## config.mk

```make
export PLATFORM = sky130hd
export DESIGN_NAME = sensor_report_arbiter_flat
export DESIGN_NICKNAME = d
export VERILOG_FILES = /design/src/rtl/sensor_report_arbiter_if.sv /design/src/rtl/sensor_report_arbiter.sv /design/src/flat_wrapper.sv
export SDC_FILE = /design/constraint.sdc
export NUM_CORES = 1
export LEC_CHECK = 0
export BUFFER_PORTS_ARGS = -buffer_cell sky130_fd_sc_hd__buf_2
export CORE_ASPECT_RATIO = 1.1
export CORE_MARGIN = 4
export CORE_UTILIZATION = 40
export CTS_CLUSTER_SIZE = 16
export DETAILED_ROUTE_END_ITERATION = 12
export PLACE_DENSITY_LB_ADDON = 0.12
export SETUP_SLACK_MARGIN = 0.5
export SLEW_MARGIN = 20
export SYNTH_ARGS = -nofsm -noshare
export SYNTH_HDL_FRONTEND = slang
export SYNTH_SLANG_ARGS = --single-unit
```

## constraint.sdc

```tcl
create_clock -name clk -period 7.5 [get_ports clk]
set_input_delay 1.125 -clock clk [delete_from_list [all_inputs] [get_ports clk]]
set_output_delay 1.125 -clock clk [all_outputs]
set_load 0.02 [all_outputs]
```

## src/rtl/sensor_report_arbiter_if.sv

```systemverilog
// UART frame port shared by the sensor reporters: frame data, strobe and
// transmitter back-pressure.
interface sensor_report_arbiter_if;
    logic [47:0] tx_data;
    logic        tx_de;
    logic        uart_busy;

    modport master (output tx_data, output tx_de, input uart_busy);
    modport slave  (input tx_data, input tx_de, output uart_busy);
endinterface

```

## src/rtl/sensor_report_arbiter.sv

```systemverilog
// Arbitrates fire / DHT11 / I2C reports onto one 48-bit UART frame port,
// with one-deep holding buffers and a minimum inter-frame gap.
//
//  state   | meaning
//  --------+-------------------------------------------------------------
//  ST_IDLE | waiting for any pending buffer; grants and strobes a frame
//  ST_GAP  | counting down the inter-frame gap, then waiting for the UART
module sensor_report_arbiter #(
    parameter int GAP_CYCLES = 100
) (
    input  logic                           clk,
    input  logic                           rst,
    input  logic                           fire_detect,
    input  logic                           dht_valid,
    input  logic [7:0]                     dht_temp,
    input  logic [7:0]                     dht_humi,
    input  logic                           i2c_valid,
    input  logic [35:0]                    i2c_data,
    sensor_report_arbiter_if.master        tx,
    output logic                           busy,
    output logic [2:0]                     ovf
);

    localparam logic [15:0] GAP_LOAD = 16'(GAP_CYCLES - 1);

    typedef enum logic {ST_IDLE, ST_GAP} state_t;

    state_t      state_q, state_d;
    logic [15:0] gap_cnt_q, gap_cnt_d;
    logic        fire_s1_q, fire_s1_d;
    logic        fire_s2_q, fire_s2_d;
    logic        fire_prev_q, fire_prev_d;
    logic        fire_ev_q, fire_ev_d;
    logic        fire_pend_q, fire_pend_d;
    logic        fire_pay_q, fire_pay_d;
    logic        dht_pend_q, dht_pend_d;
    logic [15:0] dht_pay_q, dht_pay_d;
    logic        i2c_pend_q, i2c_pend_d;
    logic [35:0] i2c_pay_q, i2c_pay_d;
    logic        last_q, last_d;
    logic [47:0] tx_data_q, tx_data_d;
    logic        tx_de_q, tx_de_d;
    logic        busy_q, busy_d;
    logic [2:0]  ovf_q, ovf_d;
    logic        gnt_fire, gnt_dht, gnt_i2c, any_gnt;

    always_comb begin
        fire_s1_d   = fire_detect;
        fire_s2_d   = fire_s1_q;
        fire_prev_d = fire_s2_q;
        fire_ev_d   = fire_s2_q ^ fire_prev_q;

        // last_q = 1 means I2C was the most recent of the DHT/I2C pair granted
        gnt_fire = 1'b0;
        gnt_dht  = 1'b0;
        gnt_i2c  = 1'b0;
        if (state_q == ST_IDLE) begin
            if (fire_pend_q)
                gnt_fire = 1'b1;
            else if (dht_pend_q && (!i2c_pend_q || last_q))
                gnt_dht = 1'b1;
            else if (i2c_pend_q)
                gnt_i2c = 1'b1;
        end
        any_gnt = gnt_fire | gnt_dht | gnt_i2c;

        // A refill on the grant edge keeps pending set; the frame takes the old payload.
        fire_pend_d = fire_ev_q | (fire_pend_q & ~gnt_fire);
        fire_pay_d  = fire_ev_q ? ~fire_prev_q : fire_pay_q;
        dht_pend_d  = dht_valid | (dht_pend_q & ~gnt_dht);
        dht_pay_d   = dht_valid ? {dht_temp, dht_humi} : dht_pay_q;
        i2c_pend_d  = i2c_valid | (i2c_pend_q & ~gnt_i2c);
        i2c_pay_d   = i2c_valid ? i2c_data : i2c_pay_q;

        ovf_d = ovf_q | {i2c_valid & i2c_pend_q & ~gnt_i2c,
                         dht_valid & dht_pend_q & ~gnt_dht,
                         fire_ev_q & fire_pend_q & ~gnt_fire};

        last_d = gnt_dht ? 1'b0 : (gnt_i2c ? 1'b1 : last_q);

        state_d   = state_q;
        gap_cnt_d = gap_cnt_q;
        tx_de_d   = 1'b0;
        tx_data_d = tx_data_q;
        case (state_q)
            ST_IDLE: begin
                if (any_gnt) begin
                    state_d   = ST_GAP;
                    tx_de_d   = 1'b1;
                    gap_cnt_d = GAP_LOAD;
                    if (gnt_fire)
                        tx_data_d = {4'h1, 43'd0, fire_pay_q};
                    else if (gnt_dht)
                        tx_data_d = {4'h2, 28'd0, dht_pay_q};
                    else
                        tx_data_d = {4'h3, 8'd0, i2c_pay_q};
                end
            end
            ST_GAP: begin
                if (gap_cnt_q != 16'd0)
                    gap_cnt_d = gap_cnt_q - 16'd1;
                else if (!tx.uart_busy)
                    state_d = ST_IDLE;
            end
            default: state_d = ST_IDLE;
        endcase
        busy_d = (state_d != ST_IDLE);
    end

    always_ff @(posedge clk or posedge rst) begin
        if (rst) begin
            state_q     <= ST_IDLE;
            gap_cnt_q   <= 16'd0;
            fire_s1_q   <= 1'b1;
            fire_s2_q   <= 1'b1;
            fire_prev_q <= 1'b1;
            fire_ev_q   <= 1'b0;
            fire_pend_q <= 1'b0;
            fire_pay_q  <= 1'b0;
            dht_pend_q  <= 1'b0;
            dht_pay_q   <= 16'd0;
            i2c_pend_q  <= 1'b0;
            i2c_pay_q   <= 36'd0;
            last_q      <= 1'b1;
            tx_data_q   <= 48'd0;
            tx_de_q     <= 1'b0;
            busy_q      <= 1'b0;
            ovf_q       <= 3'd0;
        end else begin
            state_q     <= state_d;
            gap_cnt_q   <= gap_cnt_d;
            fire_s1_q   <= fire_s1_d;
            fire_s2_q   <= fire_s2_d;
            fire_prev_q <= fire_prev_d;
            fire_ev_q   <= fire_ev_d;
            fire_pend_q <= fire_pend_d;
            fire_pay_q  <= fire_pay_d;
            dht_pend_q  <= dht_pend_d;
            dht_pay_q   <= dht_pay_d;
            i2c_pend_q  <= i2c_pend_d;
            i2c_pay_q   <= i2c_pay_d;
            last_q      <= last_d;
            tx_data_q   <= tx_data_d;
            tx_de_q     <= tx_de_d;
            busy_q      <= busy_d;
            ovf_q       <= ovf_d;
        end
    end

    assign tx.tx_data = tx_data_q;
    assign tx.tx_de   = tx_de_q;
    assign busy       = busy_q;
    assign ovf        = ovf_q;

endmodule

```

## src/flat_wrapper.sv

```systemverilog
// flat-port wrapper written by rule: the top's interface ports become plain ports
module sensor_report_arbiter_flat 
#(
    parameter int GAP_CYCLES = 100
)
  (clk, rst, fire_detect, dht_valid, dht_temp, dht_humi, i2c_valid, i2c_data, busy, ovf, tx_tx_data, tx_tx_de, tx_uart_busy);
  sensor_report_arbiter_if tx_i ();
  input  logic clk;
  input  logic rst;
  input  logic fire_detect;
  input  logic dht_valid;
  input  logic [7:0] dht_temp;
  input  logic [7:0] dht_humi;
  input  logic i2c_valid;
  input  logic [35:0] i2c_data;
  output logic busy;
  output logic [2:0] ovf;
  output wire logic [$bits(tx_i.tx_data)-1:0] tx_tx_data;
  output wire logic [$bits(tx_i.tx_de)-1:0] tx_tx_de;
  input wire logic [$bits(tx_i.uart_busy)-1:0] tx_uart_busy;
  assign tx_tx_data = tx_i.tx_data;
  assign tx_tx_de = tx_i.tx_de;
  assign tx_i.uart_busy = tx_uart_busy;
  sensor_report_arbiter #(.GAP_CYCLES(GAP_CYCLES)) u_core (.clk(clk), .rst(rst), .fire_detect(fire_detect), .dht_valid(dht_valid), .dht_temp(dht_temp), .dht_humi(dht_humi), .i2c_valid(i2c_valid), .i2c_data(i2c_data), .tx(tx_i), .busy(busy), .ovf(ovf));
endmodule
```

Word-level counts from Yosys, hierarchy flattened. Index checks and enable logic that the tools add are counted. Widths: inputs -> output; s select.

Flip-flop bits (word level): 130. Input bits: 58. Logic and storage cells: 68.

Add/subtract/negate cells: 1. Equal/unequal tests: 2. Muxes and demuxes: 21. Bitwise gates (word level): 21. Reduce and logical (&&, ||, !) cells: 7.

Operators with widths (count): $mux 48 (1); $mux 45 (1); $mux 16 (2); $pmux 16 s2 (1); $reduce_bool 16->1 (1); $sub 16x1->16 const B (1); $mux 1 (15); $and 1x1->1 (9); $not 1->1 (5); $or 1x1->1 (5); $reduce_and 2->1 (2); $or 3x3->3 (1); $ne 2x1->1 const B (1); $ne 2x2->1 const B (1); $pmux 1 s2 (1); $reduce_bool 2->1 (1); $logic_and 1x1->1 (1); $logic_not 1->1 (1); $logic_or 1x1->1 (1); $xor 1x1->1 (1).

Depth between registers and ports, before layout. Gate-level depths: netlist of run 1.

Depth after elaboration: 10. Depth in mapped cells: 7. Gate-level depth less buffers: 6.

Least setup slack after synthesis of run 1. Ideal clock, no wire load.

Kind: in2reg. Start point: in i2c_valid. End point: reg u_core.i2c_pay_q[0]. Data arrival time: 2.163 ns. Required time: 7.375 ns. Path slack: 5.212 ns. Stages: 3. Path buffers: 2. Cell sequence: clkbuf_1 -> buf_1 -> mux2_2.

RTL lines: from (decl) (line flat_wrapper.sv:14) `input logic i2c_valid;`; to (signal assigned) (line sensor_report_arbiter.sv:141) `i2c_pay_q <= i2c_pay_d;`; to (decl) (line sensor_report_arbiter.sv:39) `logic [35:0] i2c_pay_q, i2c_pay_d;`.

No word-level cell between the ends.

==> results of run 1 <==
[Yosys cell counts, drive strengths merged, types with 2 or more instances]
master  number
and3         4
nor4         7
inv         10
nor2        11
a31o         3
a211o        3
xor2         2
dfstp        4
dfrtp      116
a21oi        6
o211ai       2
nor3b        2
a21o         3
o31ai        2
buf         21
a221o        2
nand2       40
a31oi        4
nor3         7
nand4        7
mux2        52
a22oi       15
nand3        7
and4         3
a211oi       2
mux2i        2
a22o        21
clkbuf      12
o21ai        4
[registers in the layout, summed over array words and instances, names as in the netlist, 3 cells and up]
signal,count
u_core.gap_cnt_q,16
u_core.tx.tx_data,38
u_core.ovf,3
u_core.dht_pay_q,16
u_core.i2c_pay_q,36
[routing by layer]
layer | vias up | routed length [um]
met5 | - | 0
met4 | 0 | 100
met3 | 12 | 653
met2 | 78 | 5329
met1 | 1650 | 4677
li1 | 1590 | -
[report_power, final]
group / total (mW) / switching [mW] / internal (mW)
Clock: 0.874 / 0.278 / 0.596
Combinational: 0.556 / 0.335 / 0.221
Sequential: 0.925 / 0.130 / 0.795
[layout by cell type (no fill, tap or decap), types with 2 or more instances in the layout]
cell type and count:
nand4_1 6, buf_2 100, a211o_1 3, and4_1 2, a211oi_1 2, nor2_1 10, clkinvlp_4 3, nor4_1 5
and3_1 4, a21o_1 3, a221o_1 2, bufinv_16 5, buf_4 3, nand2_1 39, mux2i_1 2, a21oi_1 5
clkbuf_16 17, conb_1 10, nand3_1 7, nor3_1 7, a31o_2 3, inv_1 8, mux2_2 52, xor2_1 2
a22o_1 21, a31oi_1 4, o31ai_1 2, nor3b_1 2, clkinv_2 4, a22oi_1 15, dfstp_2 4, dfrtp_1 116
o21ai_0 4, o211ai_1 2
[worst max path at each step]
stage,start,to,slack [ns],depth (start not counted)
floorplan,rst,u_core.dht_pay_q[0]$_DFFE_PP0P_,3.20,1
global placement,rst,u_core.tx.tx_data[5]$_DFFE_PP0P_,4.88,3
detailed placement,rst,u_core.dht_pay_q[5]$_DFFE_PP0P_,4.88,3
CTS,u_core.state_q$_DFF_PP0_,busy,4.85,1
global route,u_core.state_q$_DFF_PP0_,busy,4.81,1
finish,u_core.state_q$_DFF_PP0_,busy,4.89,1
[cell type report]
class	instances	area share (%)
clock inverter	13	3.272
sequential	120	48.85
multi-input combinational	235	28.41
inverter	10	0.6503
timing repair buffer	103	8.494
clock buffer	19	7.194
tap	154	3.129
[stage by stage]
| step | cell area (um2) | power (mW) | utilization, % | hold slack (ns) | worst slack (ns) |
|---|---|---|---|---|---|
| after floorplan | 4971 | 1.314 | - | 0.3452 | 3.196 |
| after global routing | 6157 | 2.486 | 51.16 | 0.3617 | 4.809 |
| after global placement | 5513 | 1.481 | 45.81 | 0.3476 | 4.877 |
| after detailed placement | 5513 | 1.496 | 45.81 | 0.3468 | 4.884 |
| final | 6157 | 2.356 | 51.16 | 0.3553 | 4.890 |
| after CTS | 6157 | 2.383 | 51.16 | 0.3549 | 4.847 |
[cell families after synthesis]
logic type	count (synthesis)	share of synthesized area, %
other	1	0.07595
XOR/XNOR	2	0.3549
buffers and inverters	43	4.333
adder cells (fa/ha/maj)	1	0.2534
multiplexers	54	12.27
AO/OA/AOI/OAI	71	11.28
flip-flops	120	60.92
AND/OR/NAND/NOR	97	10.52
==> flow_summary.json, run 1 <==
{
  "use_met1_pct": 20.00,
  "coreArea_um2": 12030,
  "die_y_um": 124.5,
  "layout.filler_cells": 1068,
  "dieArea_um2": 14190,
  "worst_clock_skew_ns": 0.01019,
  "layout.nets": 546,
  "async_reset_ff_share_pct": 100.0,
  "cpLargestDelayFamily": "flip-flops",
  "wl_mm": 10.76,
  "insertion_delay_ns": 0.41,
  "reg2reg_slack_ns": 5.05,
  "cp-end-kind": "output pin",
  "multi_input_area_um2": 1749,
  "setup_viol": 0,
  "crit_arrival_ns": 1.48,
  "cts_max_path_buffers": 2,
  "syn_inst": 389,
  "vdd_drop_max_v": 0.0001908,
  "grt_start_max_net_pins": 68,
  "met3_usage_pct": 5.588,
  "die_w_um": 113.9,
  "overflow": 0,
  "tightest_slew_ns": 0.9709,
  "p_leak_nw": 2.992,
  "drt_iter0_drc": 103,
  "io_pins": 111,
  "yosysSeqAreaShare_pct": 60.92,
  "netlist_area_um2": 4937,
  "maxCapViolCount": 0,
  "grt_usage_pct": 15.97,
  "synth_warnings": 0,
  "synth_cell_types": 54,
  "synth_top_cell_by_area": "dfrtp_1",
  "cts_buffers": 17,
  "fmax_ghz": 0.3832,
  "finalNonFillerCells": 654,
  "hold-path-endpoint": "u_core.fire_prev_d$_DFF_PP1_",
  "io_buffers": 100,
  "rr_endpoint": "u_core.gap_cnt_q[7]$_DFFE_PP0P_",
  "cts_max_level": 4,
  "grt_pass1_vias": 3427,
  "cts_sinks": 120,
  "n_antenna_cell": 0,
  "synth.top_cells.by_area": "dfrtp_1, mux2_2, a22o_1, nand2_1, a22oi_1",
  "crit_fanout": 21,
  "synth-edff-count": 0,
  "synth-seq-cells": 120,
  "final_max_slew_viol_count": 0,
  "grt_use_met2_pct": 25.36,
  "cts_root_buf": "clkbuf_16",
  "drive_above_1_share_pct": 40.60,
  "start_kind": "register",
  "clk_pin_slew_ns": 0.05,
  "power.density_nw_per_um2": 382.6,
  "antenna_found_initial": 0,
  "rsz0062_at_grt": "false",
  "cp_slowest_cell": "dfrtp_1",
  "vias": 3330,
  "post_cts_resized": 0,
  "finalCritPeriodShare_pct": 34.80,
  "finalHoldViolations": 0,
  "register_area_um2": 3008,
  "hp-start": "u_core.fire_s1_q$_DFF_PP1_",
  "status": "finished, final reports clean",
  "crit_chain": "buf_2",
  "cpPeakStageDelay_ns": 0.79,
  "worst-path-buf-inv": 1,
  "critical_path_required_ns": 6.38,
  "gp_congestion": 0.7594,
  "grt_pass1_wl_mm": 17.66,
  "cts_tree": "built",
  "ant_nets": 0,
  "r2r-start": "u_core.state_q$_DFF_PP0_",
  "dp_hpwl_mm": 7.010,
  "ys.flop_type": "dfrtp_1",
  "whs_path_depth": 0,
  "hold_class": "register to register",
  "post_cts_buffers": 0,
  "grt-busiest-layer": "met2",
  "area_growth_pct": 24.71,
  "first_pass_iters": 4,
  "tns_ns": 0,
  "synth_area_per_cell_um2": 12.69,
  "worstSetupPathType": "register to output pin",
  "ctsHoldBuffers": 0,
  "rr_worst_depth": 4,
  "viasPerCell": 5.092,
  "routedWlPerCell_um": 16.45,
  "start_util_pct": 41.03,
  "period_minus_slack_ns": 2.610,
  "std_cell_rows": 42,
  "slew_headroom_pct": 35.27,
  "synth.top_cell.area_share_pct": 58.79,
  "place_inst": 622,
  "drcViolationCount": 0
}
Note: power is estimated with default switching activity, not from simulation.
==> run 2, diff against run 1 <==
Clock period 7.5 ns to 2.5 ns, I/O delays scaled along.
==> run 2 against run 1 <==
Register-to-register slack got worse by 4.5 ns. Combinational power increased to 3.3 times the previous value. Sequential share of layout area decreased by 1.1 points. First-iteration DRC count increased by 74%. Critical path type is now register to register. Critical endpoint is now u_core.gap_cnt_q[0]$_DFFE_PP0P_. Largest cell class unchanged. Largest power group unchanged. Highest routed layer unchanged.
==> flow_summary.json, run 2 (same netlist as run 1, synthesis figures left out) <==
{
  "worstSetupPathType": "register to register",
  "rr_worst_depth": 7,
  "rsz0062_at_grt": "false",
  "fmax_ghz": 0.5178,
  "cts_root_buf": "clkbuf_16",
  "period_minus_slack_ns": 1.931,
  "start_util_pct": 41.03,
  "first_pass_iters": 4,
  "area_growth_pct": 27.47,
  "drt_iter0_drc": 179,
  "vias": 3433,
  "start_kind": "register",
  "hp-start": "fire_detect",
  "crit_arrival_ns": 2.21,
  "ant_nets": 0,
  "dp_hpwl_mm": 6.922,
  "r2r-start": "u_core.gap_cnt_q[0]$_DFFE_PP0P_",
  "cts_buffers": 17,
  "tns_ns": 0,
  "reg2reg_slack_ns": 0.57,
  "std_cell_rows": 42,
  "antenna_found_initial": 0,
  "grt_pass1_wl_mm": 18.06,
  "maxCapViolCount": 0,
  "layout.filler_cells": 1100,
  "crit_fanout": 5,
  "drcViolationCount": 0,
  "setup_viol": 0,
  "die_y_um": 124.5,
  "hold_class": "input pin to register",
  "coreArea_um2": 12030,
  "n_antenna_cell": 0,
  "place_inst": 628,
  "totalPowerFinal_mw": 7.088,
  "design_area_um2": 6294,
  "final_cell_mix": "dfrtp_1, buf_2, mux2_2",
  "finalCritPeriodShare_pct": 77.25,
  "drive_above_1_share_pct": 42.19,
  "critical_path_required_ns": 2.78,
  "ctsHoldBuffers": 0,
  "hold-path-endpoint": "u_core.fire_s1_q$_DFF_PP1_",
  "rr_endpoint": "u_core.gap_cnt_q[0]$_DFFE_PP0P_",
  "overflow": 0,
  "cp-end-kind": "register",
  "die_w_um": 113.9,
  "worst_clock_skew_ns": 0.006376,
  "slew_headroom_pct": 57.81,
  "layout.nets": 558,
  "p_leak_nw": 3.045,
  "routedWlPerCell_um": 16.48,
  "viasPerCell": 5.155,
  "cts_tree": "built",
  "grt_pass1_vias": 3579,
  "cts_max_level": 4,
  "io_pins": 111,
  "cts_max_path_buffers": 2,
  "tightest_slew_ns": 0.6328,
  "finalHoldViolations": 0,
  "placed_area_um2": 5597,
  "final_util_pct": 52.30,
  "io_buffers": 100,
  "status": "finished, final reports clean",
  "insertion_delay_ns": 0.41,
  "cts_sinks": 120,
  "largest_reg_flops": 38,
  "whs_path_depth": 1,
  "grt_usage_pct": 16.25,
  "final_common_cell": "dfrtp_1",
  "clk_pin_slew_ns": 0.05,
  "power.density_nw_per_um2": 1126,
  "finalNonFillerCells": 666,
  "wl_mm": 10.98,
  "dieArea_um2": 14190,
  "gp_congestion": 0.8006,
  "final_max_slew_viol_count": 0,
  "grt_start_max_net_pins": 121,
  "vdd_drop_max_v": 0.0006133
}
==> run 2: how the worst max path moves through the flow <==
stage | start | to | slack, ns | cells after the start
global placement | u_core.gap_cnt_q[0]$_DFFE_PP0P_ | u_core.gap_cnt_q[8]$_DFFE_PP0P_ | 0.39 | 6
floorplan | u_core.gap_cnt_q[0]$_DFFE_PP0P_ | u_core.gap_cnt_q[10]$_DFFE_PP0P_ | 0.62 | 6
detailed placement | u_core.gap_cnt_q[0]$_DFFE_PP0P_ | u_core.gap_cnt_q[11]$_DFFE_PP0P_ | 0.33 | 6
finish | u_core.gap_cnt_q[0]$_DFFE_PP0P_ | u_core.gap_cnt_q[0]$_DFFE_PP0P_ | 0.57 | 7
global route | u_core.gap_cnt_q[0]$_DFFE_PP0P_ | u_core.gap_cnt_q[5]$_DFFE_PP0P_ | 0.48 | 7
CTS | u_core.gap_cnt_q[0]$_DFFE_PP0P_ | u_core.gap_cnt_q[10]$_DFFE_PP0P_ | 0.51 | 6
==> run 2: metrics by stage <==
stage / hold slack, ns / setup WS [ns]
3_5_place_dp: 0.3492 / 0.3263
3_3_place_gp: 0.3482 / 0.3903
6_report: 0.07484 / 0.5687
2_1_floorplan: 0.3452 / 0.6160
4_1_cts: 0.06286 / 0.5060
5_1_grt: 0.05804 / 0.4791
==> run 2: power breakdown <==
group | switching, mW | internal, mW | total [mW]
clock network | 0.816 | 1.67 | 2.49
registers | 0.358 | 2.39 | 2.74
logic | 1.10 | 0.755 | 1.86
total | 2.28 | 4.81 | 7.09
==> run 2: critical path, cell delays in order (launching register included) <==
cell and delay (ns):
dfrtp_1 0.41, inv_1 0.17, ha_4 0.18, nor4b_4 0.24
nand4_2 0.21, buf_4 0.20, a21oi_2 0.28, a21oi_1 0.12
==> run 2: per-layer routing <==
metal | vias to the layer above | track usage [%] | wire length (um)
li1 | 1616 | - | -
met1 | 1704 | 20.24 | 4650
met2 | 89 | 25.53 | 5435
met3 | 24 | 5.199 | 597
met4 | 0 | 7.547 | 295
met5 | - | 0 | 0
==> run 2: area by class of cell <==
type | instances | area, um2 | area share (%)
clock inverters | 7 | 115.1 | 1.829
multi-input cells | 236 | 1794 | 28.51
inverters | 10 | 41.29 | 0.6561
flip-flops and latches | 120 | 3008 | 47.79
clock buffers | 25 | 495.5 | 7.873
well taps | 154 | 192.7 | 3.062
repair buffers | 114 | 646.9 | 10.28
==> run 2: timing repair <==
item | 4_1_cts | 5_1_grt
setup endpoints to repair | 10 | 15
buffers inserted | 0 | 5
cloned | 0 | 1
pin swaps | 0 | 2
resized for setup | 2 | 6
endpoints found under the hold margin | 0 | 0
==> run 3, diff against run 2 <==
Clock period 2.5 ns to 1.9 ns, I/O delays scaled along.
==> run 3 against run 2 <==
Final cell count increased by 5.9%. Die area unchanged. Global-route usage increased by 1.1 points. Critical path depth decreased by 2.
==> flow_summary.json, run 3 (same netlist as run 1, synthesis figures left out) <==
{
  "pre_cts_slack_ns": 0.02603,
  "cts_buffers": 17,
  "clk_pin_slew_ns": 0.05,
  "grt_pass1_vias": 3797,
  "layout.filler_cells": 1030,
  "io_buffers": 100,
  "die_w_um": 113.9,
  "die_y_um": 124.5,
  "dieArea_um2": 14190,
  "drt_iter0_drc": 248,
  "start_util_pct": 41.03,
  "power.density_nw_per_um2": 1446,
  "cts_sinks": 120,
  "ant_nets": 0,
  "maxCapViolCount": 0,
  "grt_usage_pct": 17.36,
  "overflow": 0,
  "area_growth_pct": 39.86,
  "rr_worst_depth": 5,
  "power.switching_mw": 3.299,
  "n_antenna_cell": 0,
  "final_max_slew_viol_count": 0,
  "start_kind": "register",
  "std_cell_rows": 42,
  "final_common_cell": "dfrtp_1",
  "grt_pass1_wl_mm": 19.25,
  "tightest_slew_ns": 0.6407,
  "setup_viol": 0,
  "hold_class": "input pin to async pin",
  "finalCritPeriodShare_pct": 87.92,
  "antenna_found_initial": 0,
  "layout.nets": 599,
  "viasPerCell": 5.201,
  "dp_hpwl_mm": 7.216,
  "p_leak_nw": 3.291,
  "coreArea_um2": 12030,
  "insertion_delay_ns": 0.41,
  "gp_congestion": 0.7785,
  "placed_area_um2": 5792,
  "slew_headroom_pct": 57.29,
  "design_area_um2": 6905,
  "grt_start_max_net_pins": 121,
  "largest_reg_flops": 38,
  "p_comb_share_pct": 33.0,
  "finalHoldViolations": 0,
  "p_seq_share_pct": 36.4,
  "worst_clock_skew_ns": 0.01117,
  "vdd_drop_max_v": 0.001024,
  "drcViolationCount": 0,
  "final_cell_mix": "dfrtp_1, buf_2, mux2_2",
  "cts_max_path_buffers": 2,
  "rsz0062_at_grt": "true",
  "setup_slack_ns": 0.2296,
  "cp-end-kind": "register",
  "totalPowerFinal_mw": 9.982,
  "p_clk_share_pct": 30.6,
  "multi_input_area_um2": 1961,
  "first_pass_iters": 4,
  "tns_ns": 0,
  "crit_fanout": 3,
  "register_area_um2": 3017,
  "critical_path_required_ns": 2.23,
  "cts_max_level": 4,
  "status": "finished, final reports clean",
  "routedWlPerCell_um": 17.58,
  "cts_root_buf": "clkbuf_16",
  "vias": 3667,
  "fmax_ghz": 0.5986,
  "wl_mm": 12.39,
  "drive_above_1_share_pct": 52.63,
  "worstSetupPathType": "register to register",
  "io_pins": 111,
  "period_minus_slack_ns": 1.670,
  "swShare_pct": 33.05,
  "power.internal_mw": 6.683,
  "crit_arrival_ns": 2.00,
  "cts_tree": "built"
}
## run 3: cell types whose count changed in the layout (fill, tap and decap cells not counted), moves of 3 or more
cell       before  now
a22oi_2         0   11
dfrtp_2         0    7
buf_4          10   32
dfrtp_1       116  109
buf_6           1   12
buf_12          3    6
clkbuf_16      17   21
a22oi_1        15    4
## run 3: worst max-delay path, stage by stage (launching register included)
cell and delay (ns):
dfrtp_2 0.44, nor4_4 0.33, buf_4 0.18, nand2_2 0.05, or4b_1 0.46, a31oi_1 0.13
## run 3: per-layer routing
metal  global-route usage [%]  part of all wire (%)
met5                        0                     0
met4                    6.150                   1.6
met3                    6.268                   5.9
met2                    27.81                    50
met1                    21.55                    43
## run 3: per-stage QoR
step / instances / utilization, % / hold slack, ns
finish: 705 / 57.38 / 0.06656
global route: 705 / 57.38 / 0.08837
CTS: 687 / 54.46 / 0.08038
detailed placement: 638 / 48.13 / 0.3501
global placement: 638 / 48.13 / 0.3481
floorplan: 398 / - / 0.2895
## run 3: timing repair
action | CTS | global route
endpoints found under the setup margin | 19 | 54
hold buffers | 1 | 0
hold endpoints to repair | 1 | 0
pin swaps | 15 | 17
setup buffers | 18 | 11
gates cloned | 0 | 7
gates resized for setup | 14 | 36
## run 3: cell type report
type | instances | share of cell area, %
flip-flops and latches | 120 | 43.69
clock buffers | 22 | 6.722
well taps | 154 | 2.790
inverters | 10 | 0.5979
multi-input cells | 235 | 28.39
repair buffers | 156 | 16.38
clock inverters | 8 | 1.431
## run 3: final timing paths
check,startpoint,end,slack [ns]
max,u_core.gap_cnt_q[12]$_DFFE_PP0P_,u_core.gap_cnt_q[15]$_DFFE_PP0P_,0.23
min in group clk,tx_uart_busy,u_core.state_q$_DFF_PP0_,0.09
min,rst,u_core.state_q$_DFF_PP0_,0.07
max in group asynchronous,rst,u_core.gap_cnt_q[1]$_DFFE_PP0P_,1.35
max reg2reg,u_core.gap_cnt_q[12]$_DFFE_PP0P_,u_core.gap_cnt_q[15]$_DFFE_PP0P_,0.23
min reg2reg,u_core.fire_s1_q$_DFF_PP1_,u_core.fire_prev_d$_DFF_PP1_,0.35
## run 3: power groups by stage
| stage | Sequential (mW) | Clock [mW] | Combinational (mW) |
|---|---|---|---|
| after floorplan | 3.93 | 0 | 1.44 |
| after global placement | 3.62 | 0 | 2.62 |
| after detailed placement | 3.63 | 0 | 2.68 |
| after CTS | 3.62 | 3.13 | 3.00 |
| after global routing | 3.72 | 3.25 | 3.56 |
| final | 3.63 | 3.05 | 3.30 |
